<file path="src/rtl/spi_frame_master.sv">
// Mode-0 SPI master: shifts a fixed NUM_BYTES frame full-duplex under a start/busy/done handshake.
// cs_n, sck and the shift timing all come from clk50M. MOSI is taken straight from the MSB of the transmit shift register.
module spi_frame_master #(
  parameter int CLK_DIV   = 25,
  parameter int NUM_BYTES = 5,
  parameter int CS_SETUP  = 15,
  parameter int BYTE_GAP  = 10
) (
  input  logic                   clk50M,
  input  logic                   rst_n,
  input  logic                   start,
  input  logic [8*NUM_BYTES-1:0] tx_data,
  output logic                   busy,
  output logic                   done,
  output logic [8*NUM_BYTES-1:0] rx_data,
  output logic                   cs_n,
  output logic                   sck,
  output logic                   mosi,
  input  logic                   miso
);

  localparam int FW    = 8 * NUM_BYTES;
  localparam int MAX_A = (CLK_DIV > CS_SETUP) ? CLK_DIV : CS_SETUP;
  localparam int MAXV  = (MAX_A > BYTE_GAP) ? MAX_A : BYTE_GAP;
  localparam int CW    = $clog2(MAXV + 1);
  localparam int BW    = (NUM_BYTES > 1) ? $clog2(NUM_BYTES) : 1;

  localparam logic [CW-1:0] SETUP_LAST = CW'(CS_SETUP - 1);
  localparam logic [CW-1:0] DIV_LAST   = CW'(CLK_DIV - 1);
  localparam logic [CW-1:0] GAP_LAST   = CW'((BYTE_GAP > 0) ? BYTE_GAP - 1 : 0);
  localparam logic [BW-1:0] BYTE_LAST  = BW'(NUM_BYTES - 1);

  typedef enum logic [2:0] {IDLE, SETUP, SHIFT, GAP, HOLD} state_t;

  state_t          state_reg;
  logic [CW-1:0]   cnt_reg;
  logic [2:0]      bit_reg;
  logic [BW-1:0]   byte_reg;
  logic [FW-1:0]   tx_sr_reg;
  logic [FW-1:0]   rx_sr_reg;

  // Zeros shift in behind the frame, so mosi is already 0 when the frame ends.
  assign mosi = tx_sr_reg[FW-1];

  always_ff @(posedge clk50M or negedge rst_n) begin
    if (!rst_n) begin
      state_reg <= IDLE;
      cnt_reg   <= '0;
      bit_reg   <= '0;
      byte_reg  <= '0;
      tx_sr_reg <= '0;
      rx_sr_reg <= '0;
      rx_data   <= '0;
      busy      <= 1'b0;
      done      <= 1'b0;
      cs_n      <= 1'b1;
      sck       <= 1'b0;
    end else begin
      done <= 1'b0;
      case (state_reg)
        IDLE: begin
          if (start) begin
            tx_sr_reg <= tx_data;
            cs_n      <= 1'b0;
            busy      <= 1'b1;
            cnt_reg   <= '0;
            bit_reg   <= '0;
            byte_reg  <= '0;
            state_reg <= SETUP;
          end
        end
        SETUP: begin
          if (cnt_reg == SETUP_LAST) begin
            cnt_reg   <= '0;
            state_reg <= SHIFT;
          end else begin
            cnt_reg <= cnt_reg + 1'b1;
          end
        end
        SHIFT: begin
          if (cnt_reg != DIV_LAST) begin
            cnt_reg <= cnt_reg + 1'b1;
          end else begin
            cnt_reg <= '0;
            if (!sck) begin
              sck       <= 1'b1;
              rx_sr_reg <= {rx_sr_reg[FW-2:0], miso};
            end else begin
              // Falling edge: advance MOSI and decide where the frame goes next.
              sck       <= 1'b0;
              tx_sr_reg <= {tx_sr_reg[FW-2:0], 1'b0};
              bit_reg   <= bit_reg + 1'b1;
              if (bit_reg == 3'd7) begin
                if (byte_reg == BYTE_LAST) begin
                  state_reg <= HOLD;
                end else begin
                  byte_reg <= byte_reg + 1'b1;
                  if (BYTE_GAP > 0)
                    state_reg <= GAP;
                end
              end
            end
          end
        end
        GAP: begin
          if (cnt_reg == GAP_LAST) begin
            cnt_reg   <= '0;
            state_reg <= SHIFT;
          end else begin
            cnt_reg <= cnt_reg + 1'b1;
          end
        end
        HOLD: begin
          if (cnt_reg == SETUP_LAST) begin
            cnt_reg   <= '0;
            state_reg <= IDLE;
            cs_n      <= 1'b1;
            busy      <= 1'b0;
            done      <= 1'b1;
            rx_data   <= rx_sr_reg;
          end else begin
            cnt_reg <= cnt_reg + 1'b1;
          end
        end
        default: state_reg <= IDLE;
      endcase
    end
  end

endmodule

</file>
<file path="config.mk">
export PLATFORM = sky130hd
export DESIGN_NAME = spi_frame_master
export DESIGN_NICKNAME = d
export VERILOG_FILES = /design/src/rtl/spi_frame_master.sv
export SDC_FILE = /design/constraint.sdc
export NUM_CORES = 1
export LEC_CHECK = 0
export ABC_AREA = 0
export CORE_MARGIN = 10
export CORE_UTILIZATION = 49
export CTS_CLUSTER_DIAMETER = 40
export DETAILED_ROUTE_END_ITERATION = 10
export GPL_TIMING_DRIVEN = 0
export MAX_ROUTING_LAYER = met4
export PLACE_DENSITY_LB_ADDON = 0.25
export SETUP_SLACK_MARGIN = 0.3
export SLEW_MARGIN = 20
export SYNTH_ARGS = -nofsm -noshare
export SYNTH_HDL_FRONTEND = slang
export SYNTH_SLANG_ARGS = --single-unit
export TNS_END_PERCENT = 100
</file>
<file path="constraint.sdc">
create_clock -name clk50M -period 1.7 [get_ports clk50M]
set_input_delay 0.255 -clock clk50M [delete_from_list [all_inputs] [get_ports clk50M]]
set_output_delay 0.255 -clock clk50M [all_outputs]
set_load 0.03 [all_outputs]
</file>
==> flow_summary.ini <==
[clock_tree]
cts-buffers-inserted = 17
cts_buffer_depth = 2
cts.clk_slew.worst_paths_ns = 0.06
cts_tree = done
clock_sink_count = 138
cts.htree.levels = 4
clkLatencyLatePin_ns = 0.43
root_buffer = clkbuf_16

[routing]
drt-pass1-iter-count = 4
post_drt_via_cell_ratio = 5.39
postRouteWirelength_um = 15100
ant_nets = 0
drt_first_iter_violations = 228
wl_per_cell_um = 19.8
drcViolationCount = 0
via_count = 4127

[place]
place.detailed.hpwl_um = 8170
dp_slack_ns = -0.218
globalplace.congestion = 0.812
place.detailed.instances = 679
port_buffers = 88

[yosys]
post_synth_fa_ha_maj_area_fraction = 0.0172
synth_nets = 499
synth_sequential_area_ratio = 0.593
synth_mux_area_frac = 0.225
synth_xor_xnor_area_share = 0.00150
synth_compound_gate_area_share = 0.0689
synthesis.instances = 447
synth.lib_cells_used.distinct = 43
synth_simple_gate_area_share = 0.0691
ys.warnings.count = 0
synth_area_um2 = 5830
combinational_family_with_the_most_area_after_synthesis = multiplexers
postSynthRegisterBits = 138
postSynthAreaPerCell_um2 = 13.0

[setup_path]
slowest_stage_delay_on_critical_path_ns = 0.39
critPathMaxFanout = 7
critical_path.top_delay_family = buffers and inverters
path_cells = inv_2 > ha_4 > and4b_4 > buf_6 > nand2_4 > nor2_4 > buf_12 > clkbuf_16 > mux2_4
cell_type_of_the_slowest_stage_on_the_worst_timing_path = dfrtp_1
cp-end-kind = flip-flop
timing_worst_setup_path_type = reg2reg
startpoint_type = flip-flop
arrival_ns = 2.24
critical_path_buf_inv_count = 4
cp_data_required_time_ns = 2.00

[cells_and_area]
areaGrowthSynthToFinish_pct = 55.6
finalCoreUtilization = 0.787
nets = 661
finalNonFillerCells = 765
most-common-layout-cells = 136 x dfrtp_1, 43 x mux2_4, 42 x clkdlybuf4s50_1
num_antenna_cells = 0
layout.cells.most_common = dfrtp_1
layout-drive-gt1-share = 0.542

[global_route]
wire_length_of_the_first_global_routing_pass_um = 21400
grt_overflow_total = 0
grt_start_max_net_pins = 97
grt_antenna_before_repair = 0
first_global_vias = 4225
grtUsageTotal = 0.168

[power]
power.switching_mw = 3.15
power_switching_share = 0.296
cell_internal_pwr_mw = 7.50
power.density_cell_area_nw_per_um2 = 1180
total_power_mw = 10.7
sequentialPowerShare = 0.402
cellLeakagePower_nw = 4.32
combPwrFrac = 0.249
vdd_drop_max_v = 0.000931
clock_power_share = 0.349

[die]
die_y_um = 129
boundaryPins = 89
core.rowCount = 39
core_um2 = 11500
die_area_um2 = 16700
die-width_um = 129
initial_core_util = 0.506

[timing]
rsz0062_at_grt = yes
maxSlewViolCount = 0
final_hold_viol_count = 0
period_minus_slack_ns = 1.93
finClkSkew_ns = 0.0135
worst_slew_margin_rel = 0.683
worst_hold_slack_ns = 0.311
final.period_utilization = 1.14
fin_ws_ns = -0.232
setup-violations-final = 115
slew_at_the_pin_with_the_worst_max_slew_slack_ns = 0.475
fmax_mhz = 518

[worst_hold_path]
worstHoldPathType = in2async

[status]
violations = negative setup slack
result_of_the_run = complete, but fails checks

[run]
drv_cap = 0
[synth_stat cells (all sizes together)]
cell type	number	area [µm²]
dfrtp	137	3430
mux2	81	912
nand2	47	176
o21ai	47	235
mux2i	40	400
buf	17	86.3
inv	9	33.8
ha	8	100
nor2	8	37.5
clkbuf	7	26.3
nand3	7	35.0
a21oi	5	25.0
a22o	3	26.3
and3	3	20.0
nand2b	3	18.8
nor3b	3	38.8
a31o	2	17.5
a31oi	2	18.8
nor3	2	10.0
a2111oi	1	27.5
a211o	1	10.0
a211oi	1	7.51
a21o	1	7.51
and2	1	6.26
and4b	1	13.8
and4bb	1	16.3
dfstp	1	26.3
nand4b	1	8.76
nor4	1	6.26
nor4b	1	8.76
o211a	1	10.0
o21bai	1	7.51
o41ai	1	8.76
or2	1	6.26
xnor2	1	8.76
[worst paths after layout]
kind | cells after the start | from | end | slack [ns]
min | 2 | rst_n | tx_sr_reg[24] | 0.31
max reg2reg | 9 | cnt_reg[1] | rx_sr_reg[35] | -0.23
max in group asynchronous | 3 | rst_n | sck | 0.60
min reg2reg | 2 | tx_sr_reg[22] | tx_sr_reg[22] | 0.49
max | 9 | cnt_reg[1] | rx_sr_reg[35] | -0.23
min in group clk50M | 3 | tx_data[0] | tx_sr_reg[0] | 0.43
[timing repair]
action | CTS | global route
resized for setup | 224 | 175
hold endpoints to repair | 41 | 0
endpoints found under the setup margin | 182 | 142
setup buffers | 29 | 8
gates cloned | 8 | 8
hold buffers | 1 | 0
pin swaps | 11 | 49
[area by class of cell]
| cell class | count | area, µm² |
|---|---|---|
| clock inverters | 13 | 151 |
| plain buffers | 24 | 322 |
| flip-flops and latches | 138 | 3460 |
| inverters | 9 | 33.8 |
| clock buffers | 19 | 443 |
| repair buffers | 143 | 1680 |
| well taps | 143 | 179 |
| multi-input cells | 276 | 2800 |
| fillers | 616 | 2450 |
[cell families (layout without fill, tap and decap cells)]
| group | count (synthesis) | in the layout |
|---|---|---|
| AND/OR/NAND/NOR | 80 | 80 |
| buffers and inverters | 33 | 208 |
| AO/OA/AOI/OAI | 66 | 66 |
| adder cells (fa/ha/maj) | 8 | 8 |
| XOR/XNOR | 1 | 1 |
| flip-flops | 138 | 138 |
| multiplexers | 121 | 121 |
[worst register-to-register path: stages, from the launching register on]
cell and delay [ns]:
dfrtp_1 0.39, inv_2 0.09, ha_4 0.12, and4b_4 0.28, buf_6 0.11, nand2_4 0.05, nor2_4 0.15, buf_12 0.17
clkbuf_16 0.16, mux2_4 0.30
[power by group through the flow]
| stage | Sequential [mW] | Combinational, mW | Clock [mW] |
|---|---|---|---|
| finish | 4.28 | 2.65 | 3.71 |
| detailed placement | 4.19 | 1.78 | 0 |
| CTS | 4.11 | 2.10 | 3.75 |
| global placement | 4.17 | 1.70 | 0 |
| global route | 4.34 | 2.89 | 3.93 |
| floorplan | 4.15 | 1.28 | 0 |
[per-stage QoR]
step	TNS (ns)	instance area, µm²
global route	-23.16	9060
floorplan	-0.440	5950
CTS	-8.65	8320
global placement	-691.90	7010
detailed placement	-14.09	7050
finish	-14.96	9060
[routing by layer]
layer,part of all wire,global-route usage,wire length [µm],up-vias
li1,-,-,-,1908
met1,0.42,0.199,6430,2116
met2,0.50,0.257,7630,88
met3,0.062,0.0710,936,15
met4,0.010,0.0528,153,0
met5,0,-,0,-
Note: power is estimated with default switching activity, not from simulation.
==> edit, RTL diff (config.mk and constraints unchanged) <==
Change the parameter `CLK_DIV` from 25 to 50.
--- a/src/rtl/spi_frame_master.sv
+++ b/src/rtl/spi_frame_master.sv
@@ -1,7 +1,7 @@
 // Mode-0 SPI master: shifts a fixed NUM_BYTES frame full-duplex under a start/busy/done handshake.
 // cs_n, sck and the shift timing all come from clk50M. MOSI is taken straight from the MSB of the transmit shift register.
 module spi_frame_master #(
-  parameter int CLK_DIV   = 25,
+  parameter int CLK_DIV   = 50,
   parameter int NUM_BYTES = 5,
   parameter int CS_SETUP  = 15,
   parameter int BYTE_GAP  = 10
Function: same outputs for any inputs over 10 cycles, from zero or initial values and one cycle with rst_n low; that may be too few to reach the edited logic, so the function may still have changed.
==> edit against the unedited design <==
  * Cell area increased by 5.2%
  * Area after synthesis is 3.8% higher
  * Power increased by 24%
  * The run still ends with negative setup slack left
  * Sequential share of layout area decreased by 1.6 points
  * Wire length up 8.8%
  * Sequential power grew 2%
  * Sequential cell count increased by 1
  * Worst setup slack got worse by 0.042 ns
==> edit: results (changes against the unedited design) <==
Synth top area cells: dfrtp_1 57%, mux2_4 9.9%, mux2_2 7.6% (was dfrtp_1 59%, mux2_2 16%, mux2i_1 6.9%)
Status: complete, but fails checks (unchanged)
Nets@finish: 698 (was 661)
Post-route DRC: 0 (unchanged)
Lkg Pwr: 4.70 nW (was 4.32 nW)
Met2 Wirelength: 8.72 mm (was 7.63 mm)
Worst Hold Class: in2async (unchanged)
Max cap viols: 0 (unchanged)
Routed WL: 16.5 mm (was 15.1 mm)
Worst-case reg-to-reg path depth: 6 (was 9)
# port buffers: 88 (unchanged)
Post-synthesis sequential area ratio: 0.576 (was 0.593)
Fillcell total: 660 (was 616)
Dpl hpwl: 8.42 mm (was 8.17 mm)
Mux share of post-synthesis cell area: 0.245 (was 0.225)
Crit path arrival time: 2.28 ns (was 2.24 ns)
CTS buffer count: 17 (unchanged)
Layout cell share with drive strength beyond 1: 0.545 (was 0.542)
Yosys cell types: 41 (was 43)
Setup_tns: -26.78 ns (was -14.96 ns)
Post-synthesis xor/xnor area fraction: 0.00579 (was 0.00150)
1st-pass router iterations: 4 (unchanged)
Root Driver: clkbuf_16 (unchanged)
Number of global-route vias before repair: 4,739 (was 4,225)
Wl on met1: 6.70 mm (was 6.43 mm)
Largest net degree at the start of global routing: 79 (was 97)
Via density: 5.34 (was 5.39)
Tot GR Track Use: 0.191 (was 0.168)
Met3 Wirelength: 718 µm (was 936 µm)
Max clock buf depth: 2 (unchanged)
Htree depth: 4 (unchanged)
Detailed Route Iter0 Violations: 276 (was 228)
Syn Nets: 509 (was 499)
Worst skew pair latency: 0.43 ns (about the same)
Most used DFF post-synth: dfrtp_1 (unchanged)
Post-route worst setup slack: -0.274 ns (was -0.232 ns)
Synth cell count leaders: 138 x dfrtp_1, 55 x nand2_1, 46 x o21ai_0 (was 137 x dfrtp_1, 81 x mux2_2, 47 x nand2_1)
Initial antenna violation count: 1 (was 0)
Crit-path max FO: 10 (was 7)
Max rail drop VDD: 837 µV (was 931 µV)
First-pass GRT wire length: 24.7 mm (was 21.4 mm)
Final GP Congestion: 0.816 (was 0.812)
Post-Place Setup Slack: -0.433 ns (was -0.218 ns)
Slew @ Worst Pin: 0.482 ns (was 0.475 ns)
Final setup fails: 138 (was 115)
Fraction of the mapped netlist area in adder cells: 0.0145 (was 0.0172)
Post-synthesis compound-gate area fraction: 0.0567 (was 0.0689)
Max Used Layer: met4 (unchanged)
Failing checks: negative setup slack (unchanged)
Clock Skew: 0.0108 ns (was 0.0135 ns)
Ys async rst share: 1.00 (unchanged)
Worst r2r src: cnt_reg[2] (was cnt_reg[1])
==> edit: metrics by stage <==
step / cells / cell area [µm²]
floorplan: 458 / 6110
global placement: 714 / 7200
detailed placement: 715 / 7230
CTS: 801 / 9060
global route: 824 / 9540
finish: 824 / 9540
==> edit: where the power goes <==
part           switching [W]  internal (W)  leakage (nW)  total, W
clock network        0.00133       0.00223         0.268   0.00356
registers           0.000489       0.00386          1.86   0.00435
logic                0.00243       0.00287          2.57   0.00529
==> edit: final cells by class <==
cell class / count / area, µm² / area share
sequential: 139 / 3480 / 0.365
tap: 168 / 210 / 0.0220
timing repair buffer: 167 / 1790 / 0.188
clock buffer: 24 / 482 / 0.0505
multi-input combinational: 287 / 3040 / 0.318
clock inverter: 3 / 65.1 / 0.00682
antenna: 1 / 2.50 / 0.000262
buffer: 27 / 433 / 0.0454
inverter: 8 / 32.5 / 0.00341
==> edit: worst max-delay path, stage by stage (launching register included) <==
cell and delay (ns):
dfrtp_2 0.44, and4bb_1 0.33, nand2_2 0.09, or3_4 0.39
buf_8 0.15, buf_12 0.15, mux2_4 0.30
==> edit: final timing paths <==
path / slack [ns] / end
max: -0.27 / rx_sr_reg[27]
min: 0.36 / rx_sr_reg[22]
max reg2reg: -0.27 / rx_sr_reg[27]
min reg2reg: 0.49 / tx_sr_reg[16]
max in group asynchronous: 0.58 / cs_n
min in group clk50M: 0.46 / rx_sr_reg[0]
==> edit: repair_timing <==
action	CTS	global route
gates resized for setup	373	92
pin swaps	70	26
setup buffers	41	21
hold buffers	1	0
gates cloned	17	1
endpoints found under the setup margin	183	145
hold endpoints to repair	61	0
==> edit: metal layers <==
metal	global-route usage	up-vias
met5	-	-
met4	0.0641	0
met3	0.0527	31
met2	0.321	114
met1	0.218	2268
li1	-	1988
